`src/rtl/b13_serial_rx_if.sv`:
```
// ----------------------------------------------------------------------------
// b13_serial_rx_if
//
// Bundles the serial line, the byte handshake and the status flags of the
// b13 serial receiver.
//
// Handshake: rx_valid high means rx_data holds an unconsumed byte. The
// consumer raises rx_ack to take the byte. The byte is consumed on the rising
// clock edge where rx_valid and rx_ack are both high. An rx_ack seen while
// rx_valid is low has no effect. If a new byte is loaded on the same edge as
// an ack, the new byte stays valid.
//
// Signals:
//   line_in    serial line, idles high (driven by the transmitter side)
//   rx_ack     consumer accepts the current byte
//   rx_data    last received byte
//   rx_valid   rx_data holds an unconsumed byte
//   frame_err  one-cycle pulse when a frame is rejected
//   overrun    sticky: a good byte was dropped while rx_valid was high
//   busy       receiver FSM is not idle
//   fsm_state  raw receiver FSM state (0 idle, 1 data, 2 stop) for debug
//
// Modports:
//   master  receiver side (drives the byte, flags and debug state)
//   slave   line driver / consumer side
// ----------------------------------------------------------------------------
interface b13_serial_rx_if;
    logic       line_in;
    logic       rx_ack;
    logic [7:0] rx_data;
    logic       rx_valid;
    logic       frame_err;
    logic       overrun;
    logic       busy;
    logic [1:0] fsm_state;

    modport master (
        input  line_in,
        input  rx_ack,
        output rx_data,
        output rx_valid,
        output frame_err,
        output overrun,
        output busy,
        output fsm_state
    );

    modport slave (
        output line_in,
        output rx_ack,
        input  rx_data,
        input  rx_valid,
        input  frame_err,
        input  overrun,
        input  busy,
        input  fsm_state
    );
endinterface

```
`src/rtl/b13_serial_rx.sv`:
```
// ----------------------------------------------------------------------------
// b13_serial_rx
//
// Decodes the strobed serial frame of the b13 transmitter into bytes. A frame
// is a start strobe (line low for one cycle), eight data strobes MSB first and
// a stop strobe, spaced BIT_PERIOD cycles apart. On a data strobe a low line
// means 0 and a high line means 1. The stop strobe must read high.
//
// Parameters:
//   BIT_PERIOD  cycles between strobes (2 .. 2**CNT_W-1)
//   CNT_W       width of the bit-period counter
//
// Ports:
//   clock  sole clock, rising edge
//   reset  asynchronous, active-high
//   bus    b13_serial_rx_if.master (line_in, rx_ack, rx_data, rx_valid,
//          frame_err, overrun, busy, fsm_state)
//
// Build option:
//   B13_SERIAL_RX_GLITCH_CHECK_EN  when defined, a low on any non-strobe cycle
//   during DATA or STOP aborts the frame with a frame_err pulse.
// ----------------------------------------------------------------------------
module b13_serial_rx #(
    parameter int BIT_PERIOD = 106,
    parameter int CNT_W      = 10
) (
    input  logic           clock,
    input  logic           reset,
    b13_serial_rx_if.master bus
);
    typedef enum logic [1:0] {
        IDLE = 2'd0,
        DATA = 2'd1,
        STOP = 2'd2
    } state_t;

    localparam logic [CNT_W-1:0] PERIOD  = CNT_W'(BIT_PERIOD);
    localparam logic [CNT_W-1:0] CNT_ONE = CNT_W'(1);

`ifdef B13_SERIAL_RX_GLITCH_CHECK_EN
    localparam bit GLITCH_CHECK = 1'b1;
`else
    localparam bit GLITCH_CHECK = 1'b0;
`endif

    state_t           state;
    logic [CNT_W-1:0] cnt;
    logic [2:0]       idx;
    logic [7:0]       shift;

    logic strobe;
    logic glitch;
    logic ack_hit;

    // The counter counts the cycles since the last strobe; it equals PERIOD
    // exactly on the next strobe cycle.
    assign strobe  = (cnt == PERIOD);
    // A low on a cycle that is not a strobe can only be line noise.
    assign glitch  = GLITCH_CHECK && (state != IDLE) && !strobe && !bus.line_in;
    assign ack_hit = bus.rx_ack && bus.rx_valid;

    assign bus.fsm_state = state;

    always_ff @(posedge clock or posedge reset) begin
        if (reset) begin
            state         <= IDLE;
            cnt           <= '0;
            idx           <= '0;
            shift         <= '0;
            bus.rx_data   <= '0;
            bus.rx_valid  <= 1'b0;
            bus.frame_err <= 1'b0;
            bus.overrun   <= 1'b0;
            bus.busy      <= 1'b0;
        end else begin
            bus.frame_err <= 1'b0;

            // Consumption first; a load later in this block overrides the
            // rx_valid clear.
            if (ack_hit) begin
                bus.rx_valid <= 1'b0;
                bus.overrun  <= 1'b0;
            end

            if (glitch) begin
                state         <= IDLE;
                cnt           <= '0;
                idx           <= '0;
                bus.frame_err <= 1'b1;
                bus.busy      <= 1'b0;
            end else begin
                case (state)
                    IDLE: begin
                        if (!bus.line_in) begin
                            state    <= DATA;
                            cnt      <= CNT_ONE;
                            idx      <= '0;
                            bus.busy <= 1'b1;
                        end
                    end
                    DATA: begin
                        if (strobe) begin
                            shift[3'd7 - idx] <= bus.line_in;
                            cnt               <= CNT_ONE;
                            idx               <= idx + 3'd1;
                            if (idx == 3'd7) begin
                                state <= STOP;
                            end
                        end else begin
                            cnt <= cnt + CNT_ONE;
                        end
                    end
                    STOP: begin
                        if (strobe) begin
                            state    <= IDLE;
                            cnt      <= '0;
                            bus.busy <= 1'b0;
                            if (bus.line_in) begin
                                if (!bus.rx_valid || bus.rx_ack) begin
                                    bus.rx_data  <= shift;
                                    bus.rx_valid <= 1'b1;
                                end else begin
                                    bus.overrun <= 1'b1;
                                end
                            end else begin
                                bus.frame_err <= 1'b1;
                            end
                        end else begin
                            cnt <= cnt + CNT_ONE;
                        end
                    end
                    default: begin
                        state    <= IDLE;
                        cnt      <= '0;
                        bus.busy <= 1'b0;
                    end
                endcase
            end
        end
    end
endmodule
```
`src/flat_wrapper.sv`:
```
// flat-port wrapper written by rule: the top's interface ports become plain ports
module b13_serial_rx_flat 
#(
    parameter int BIT_PERIOD = 106,
    parameter int CNT_W      = 10
)
  (clock, reset, bus_line_in, bus_rx_ack, bus_rx_data, bus_rx_valid, bus_frame_err, bus_overrun, bus_busy, bus_fsm_state);
  b13_serial_rx_if bus_i ();
  input  logic clock;
  input  logic reset;
  input wire logic [$bits(bus_i.line_in)-1:0] bus_line_in;
  input wire logic [$bits(bus_i.rx_ack)-1:0] bus_rx_ack;
  output wire logic [$bits(bus_i.rx_data)-1:0] bus_rx_data;
  output wire logic [$bits(bus_i.rx_valid)-1:0] bus_rx_valid;
  output wire logic [$bits(bus_i.frame_err)-1:0] bus_frame_err;
  output wire logic [$bits(bus_i.overrun)-1:0] bus_overrun;
  output wire logic [$bits(bus_i.busy)-1:0] bus_busy;
  output wire logic [$bits(bus_i.fsm_state)-1:0] bus_fsm_state;
  assign bus_i.line_in = bus_line_in;
  assign bus_i.rx_ack = bus_rx_ack;
  assign bus_rx_data = bus_i.rx_data;
  assign bus_rx_valid = bus_i.rx_valid;
  assign bus_frame_err = bus_i.frame_err;
  assign bus_overrun = bus_i.overrun;
  assign bus_busy = bus_i.busy;
  assign bus_fsm_state = bus_i.fsm_state;
  b13_serial_rx #(.BIT_PERIOD(BIT_PERIOD), .CNT_W(CNT_W)) u_core (.clock(clock), .reset(reset), .bus(bus_i));
endmodule
```
`config.mk`:
```
export PLATFORM = sky130hd
export DESIGN_NAME = b13_serial_rx_flat
export DESIGN_NICKNAME = d
export VERILOG_FILES = /design/src/rtl/b13_serial_rx_if.sv /design/src/rtl/b13_serial_rx.sv /design/src/flat_wrapper.sv
export SDC_FILE = /design/constraint.sdc
export NUM_CORES = 1
export LEC_CHECK = 0
export ABC_AREA = 1
export CAP_MARGIN = 40
export CORE_MARGIN = 2
export CORE_UTILIZATION = 55
export CTS_CLUSTER_SIZE = 14
export DETAILED_ROUTE_END_ITERATION = 8
export GPL_ROUTABILITY_DRIVEN = 0
export GPL_TIMING_DRIVEN = 0
export PLACE_DENSITY = 0.77
export SLEW_MARGIN = 25
export SYNTH_ARGS = -nofsm -noshare
export SYNTH_HDL_FRONTEND = slang
export SYNTH_SLANG_ARGS = --single-unit
export TNS_END_PERCENT = 30
```
`constraint.sdc`:
```
create_clock -name clock -period 4.81 [get_ports clock]
set_clock_uncertainty 0.05 [all_clocks]
set_input_delay 1.2025 -clock clock [delete_from_list [all_inputs] [get_ports clock]]
set_output_delay 1.2025 -clock clock [all_outputs]
set_load 0.01 [all_outputs]
```
# ---- Word level (Yosys, flattened, before mapping)
# Index checks and enable logic that the tools add are counted.
# Widths: inputs -> output; s select.
dict set report op_classes {
  add_sub_neg 3
  n_mul 0
  div_mod_pow 0
  n_lt_le_gt_ge 2
  n_eq_ne 8
  shifts 0
  mux 31
  bitwise_logic 1
  reduce_logical 11
}
# cell count
set ops {}
lappend ops {{$mux 10} 3}
lappend ops {{$pmux 10 s3} 1}
lappend ops {{$mux 1} 16}
lappend ops {{$add 10x1->10 const B} 1}
lappend ops {{$eq 10x7->1 const B} 1}
lappend ops {{$bwmux 8} 1}
lappend ops {{$mux 2} 4}
lappend ops {{$reduce_and 4->1} 2}
lappend ops {{$mux 3} 2}
lappend ops {{$ne 2x1->1 const B} 3}
lappend ops {{$pmux 2 s3} 1}
lappend ops {{$pmux 3 s2} 1}
lappend ops {{$reduce_and 3->1} 2}
lappend ops {{$lt 3x4->1 const B} 1}
lappend ops {{$add 3x1->3 const B} 1}
lappend ops {{$demux 1 s3} 1}
lappend ops {{$eq 3x3->1 const B} 1}
lappend ops {{$ge 3x1->1 const B} 1}
lappend ops {{$pmux 1 s3} 1}
lappend ops {{$sub 3x3->3 const A} 1}
lappend ops {{$eq 2x1->1 const B} 1}
lappend ops {{$eq 2x2->1 const B} 1}
lappend ops {{$logic_and 1x1->1} 2}
lappend ops {{$logic_not 2->1} 1}
lappend ops {{6 further kinds} 6}
dict set report word_totals {
  regBits 35
  latchBits 0
  ramBits 0
  mem_bits_ro 0
  mem_count 0
}

# ---- Logic depth before layout (Yosys ltp)
dict set report logic_depth {
  depth_word 6
  mapped_depth 9
}

# ---- Worst setup path before layout
# Ideal clock, no wire load.
dict set report synth_timing {
  path_type {in2reg}
  start {input bus_line_in}
  end {register u_core.bus.rx_data[7]}
  setup_time_ns 0.117
  arrival_time_ns 1.923
  required_ns 4.643
  setup_slack_ns 2.720
  stages 6
  path_buffers 1
  path_cell_list {inv_1 nor2_1 nand3_4 buf_6 nand2_2 o21ai_2}
}
dict set report synth_via {
  elab_chain_len 1
}
# element line_no
set synth_rtl {}
lappend synth_rtl {{from (decl)} flat_wrapper.sv:11} ;# input wire logic [$bits(bus_i.line_in)-1:0] bus_line_in;
lappend synth_rtl {{$reduce_and 4->1 (no line)} -}
lappend synth_rtl {{to (signal assigned)} b13_serial_rx.sv:120} ;# bus.rx_data <= shift;
lappend synth_rtl {{to (decl)} b13_serial_rx_if.sv:40} ;# output rx_data,
# No other way between the ends.
# A chain may end at the register's enable or synchronous reset.

# ---- Final worst setup path
dict set report layout_timing {
  start {register u_core.state[0] (netlist: u_core.bus.fsm_state[0])}
  end {output bus_fsm_state[0]}
}
# element line_no
set layout_lines {}
lappend layout_lines {{from (decl)} b13_serial_rx.sv:46} ;# state_t state;
lappend layout_lines {{from (signal assigned)} b13_serial_rx.sv:66} ;# state <= IDLE;
lappend layout_lines {{from (signal assigned)} b13_serial_rx.sv:86} ;# state <= IDLE;
lappend layout_lines {{from (signal assigned)} b13_serial_rx.sv:95} ;# state <= DATA;
lappend layout_lines {{to (decl)} flat_wrapper.sv:18} ;# output wire logic [$bits(bus_i.fsm_state)-1:0] bus_fsm_state;
# No word-level cell between the ends.

==> flow_summary.toml <==
[die]
io_pins = 18
fp.dieArea_sq_mm = 0.00373
coreArea_sq_mm = 0.00308
die_h_um = 61.1
start_util = 0.582
rows = 20
die_w_um = 61.1

[finish]
drive_gt1_frac = 0.0976
fin_area_sq_mm = 0.00209
fillers = 276
num_antenna_cells = 0
area_growth_pct = 16.4
fin_nets = 253

[critical_path]
path_delay_family = "buffers and inverters"
startpoint = "u_core.bus.fsm_state[0]"
worst-endpoint-required_ns = 3.56
crit_path_start_kind = "register"
worstPathCellList = "clkdlybuf4s50_1"
r2r_start = "u_core.cnt[0]"
crit_path_end_kind = "output port"
crit_fanout = 7
critPathMaxStageDelay_ns = 0.58
crit_slowest_cell = "clkdlybuf4s50_1"
cp_num_buf_inv = 1
crit_type = "reg -> out"
crit_arrival_ns = 1.37

[sta]
max_freq_ghz = 0.381
fin_hold_ws_ns = 0.436
final.setup.tns_ns = 0
rsz0062_at_grt = "no"
drv_slew = 0
fin_crit_sh = 0.545
setup_viol = 0
tightest_slew_ns = 0.705
finalHoldViolCount = 0
slew_headroom = 0.529
period_minus_slack_ns = 2.62

[detailed_routing]
drt_pre_antenna_iters = 4
wire_per_inst_um = 11.2
ant_nets = 0
vias = 1445
drc = 0
drtIter0Drc = 43
drt_wl_total_mm = 3.26
viasPerCell = 4.98

[synthesis]
synth_warnings = 0
netlist_area_sq_mm = 0.00179
synth_nets = 229
synth_seq_area_share = 0.489
synthCells = 221
synth_area_per_cell_sq_um = 8.11
ys_types = 22
synth_seq_cells = 35

[clocking]
clk_pin_slew_ns = 0.10
cts_root_buffer = "clkbuf_4"
cts-buffers-inserted = 5
ctsHoldBuffers = 0
clock-sinks = 35
postCtsSetupBuffers = 0
cts_tree = "built"
clock_path_buffers = 2
insertion_delay_ns = 0.33
htree_levels = 2
cts_resized = 0

[pwr]
clkPwrFrac = 0.276
internal_power_uw = 453
combPwrFrac = 0.177
power_frac_seq = 0.547
ir_drop_v = 0.000244
power.switching_uw = 191
power_density_mw_per_mm2 = 309
swShare = 0.296
p_leak_nw = 1.06

[place]
dpl_cell_area_sq_mm = 0.00202
io_buffer_count = 17
dp_hpwl_mm = 2.42

[global_route]
grt_pass1_wl_mm = 5.44
grt.overflow.total = 0
grt_pass1_vias = 1228
grt_max_degree = 36
grtUsageTotal = 0.203
antenna_found_initial = 0

[flow_run]
max_cap_viol_count = 0

[worst_hold_path]
hold_path.startpoint = "u_core.bus.rx_data[2]"
min_path_type = "reg -> reg"

[run_status]
status = "finished clean"
[synth_stat cells, drive strengths merged]
library cell | number | share of area
xnor2 | 1 | 0.0049
nand4 | 5 | 0.017
nand3 | 17 | 0.057
xor2 | 3 | 0.015
a21oi | 5 | 0.014
nor3 | 4 | 0.017
o22ai | 1 | 0.0035
a21boi | 1 | 0.0042
ha | 4 | 0.028
nor2 | 20 | 0.042
o21bai | 1 | 0.0042
dfrtp | 35 | 0.49
nand2 | 67 | 0.14
and3 | 1 | 0.0042
o21ai | 24 | 0.084
inv | 31 | 0.065
buf | 1 | 0.0063
[sequential cells by signal, summed over array words and instances, names as in the netlist]
| register | flops |
|---|---|
| u_core.cnt | 10 |
| u_core.bus.rx_data | 8 |
| u_core.shift | 8 |
| u_core.idx | 3 |
| u_core.bus.fsm_state | 2 |
| u_core.bus.busy | 1 |
| u_core.bus.frame_err | 1 |
| u_core.bus.overrun | 1 |
| u_core.bus.rx_valid | 1 |
[power groups by stage]
stage	Clock, mW	Combinational [mW]	Sequential [mW]
global route	0.198	0.132	0.357
detailed placement	0	0.115	0.357
finish	0.178	0.114	0.352
floorplan	0	0.0835	0.352
CTS	0.183	0.116	0.351
global placement	0	0.110	0.356
[layout by cell type, fill, tap and decap left out, drive strengths merged]
master,n
clkdlybuf4s50,17
nand3,17
o22ai,1
nand2,67
ha,4
xor2,3
buf,1
a21boi,1
xnor2,1
o21bai,1
a21oi,5
nor2,20
o21ai,24
and3,1
dfrtp,35
nor3,4
clkbuf,8
inv,31
nand4,5
[cell type report]
type | count | area (sq um) | share of cell area
clock buffer | 8 | 68.8 | 0.0330
multi-input combinational | 154 | 788 | 0.378
timing repair buffer | 17 | 170 | 0.0816
inverter | 31 | 116 | 0.0558
sequential | 35 | 876 | 0.420
tap | 44 | 55.1 | 0.0264
buffer | 1 | 11.3 | 0.00540
[final timing paths]
check	end	slack (ns)	cells past startpoint
min in group asynchronous	u_core.bus.overrun	1.24	2
max reg2reg	u_core.bus.rx_data[4]	2.93	8
max	bus_fsm_state[0]	2.19	1
min reg2reg	u_core.bus.rx_data[2]	0.44	2
max in group asynchronous	u_core.bus.rx_data[4]	3.01	2
min	u_core.bus.rx_data[2]	0.44	2
[layer usage]
| metal | global-route usage | wire, um |
|---|---|---|
| met1 | 0.278 | 1620 |
| met2 | 0.315 | 1440 |
| met3 | 0.0567 | 154 |
| met4 | 0.0652 | 46 |
| met5 | 0 | 0 |
[cells by family after synthesis]
kind of cell / after synthesis / share of synthesized area
buf+inv: 32 / 0.0712
fa+ha+maj: 4 / 0.0279
simple gates: 114 / 0.283
xor+xnor: 4 / 0.0196
flops: 35 / 0.489
compound gates: 32 / 0.110
[through the flow]
step | cells | setup WS [ns] | util | power (mW)
2_1_floorplan | 221 | 2.72 | - | 0.436
3_3_place_gp | 282 | 1.92 | 0.655 | 0.465
3_5_place_dp | 282 | 1.88 | 0.655 | 0.472
4_1_cts | 290 | 2.18 | 0.678 | 0.650
5_1_grt | 290 | 2.10 | 0.678 | 0.687
6_report | 290 | 2.19 | 0.678 | 0.644
Power figures use the tool's default switching activity.
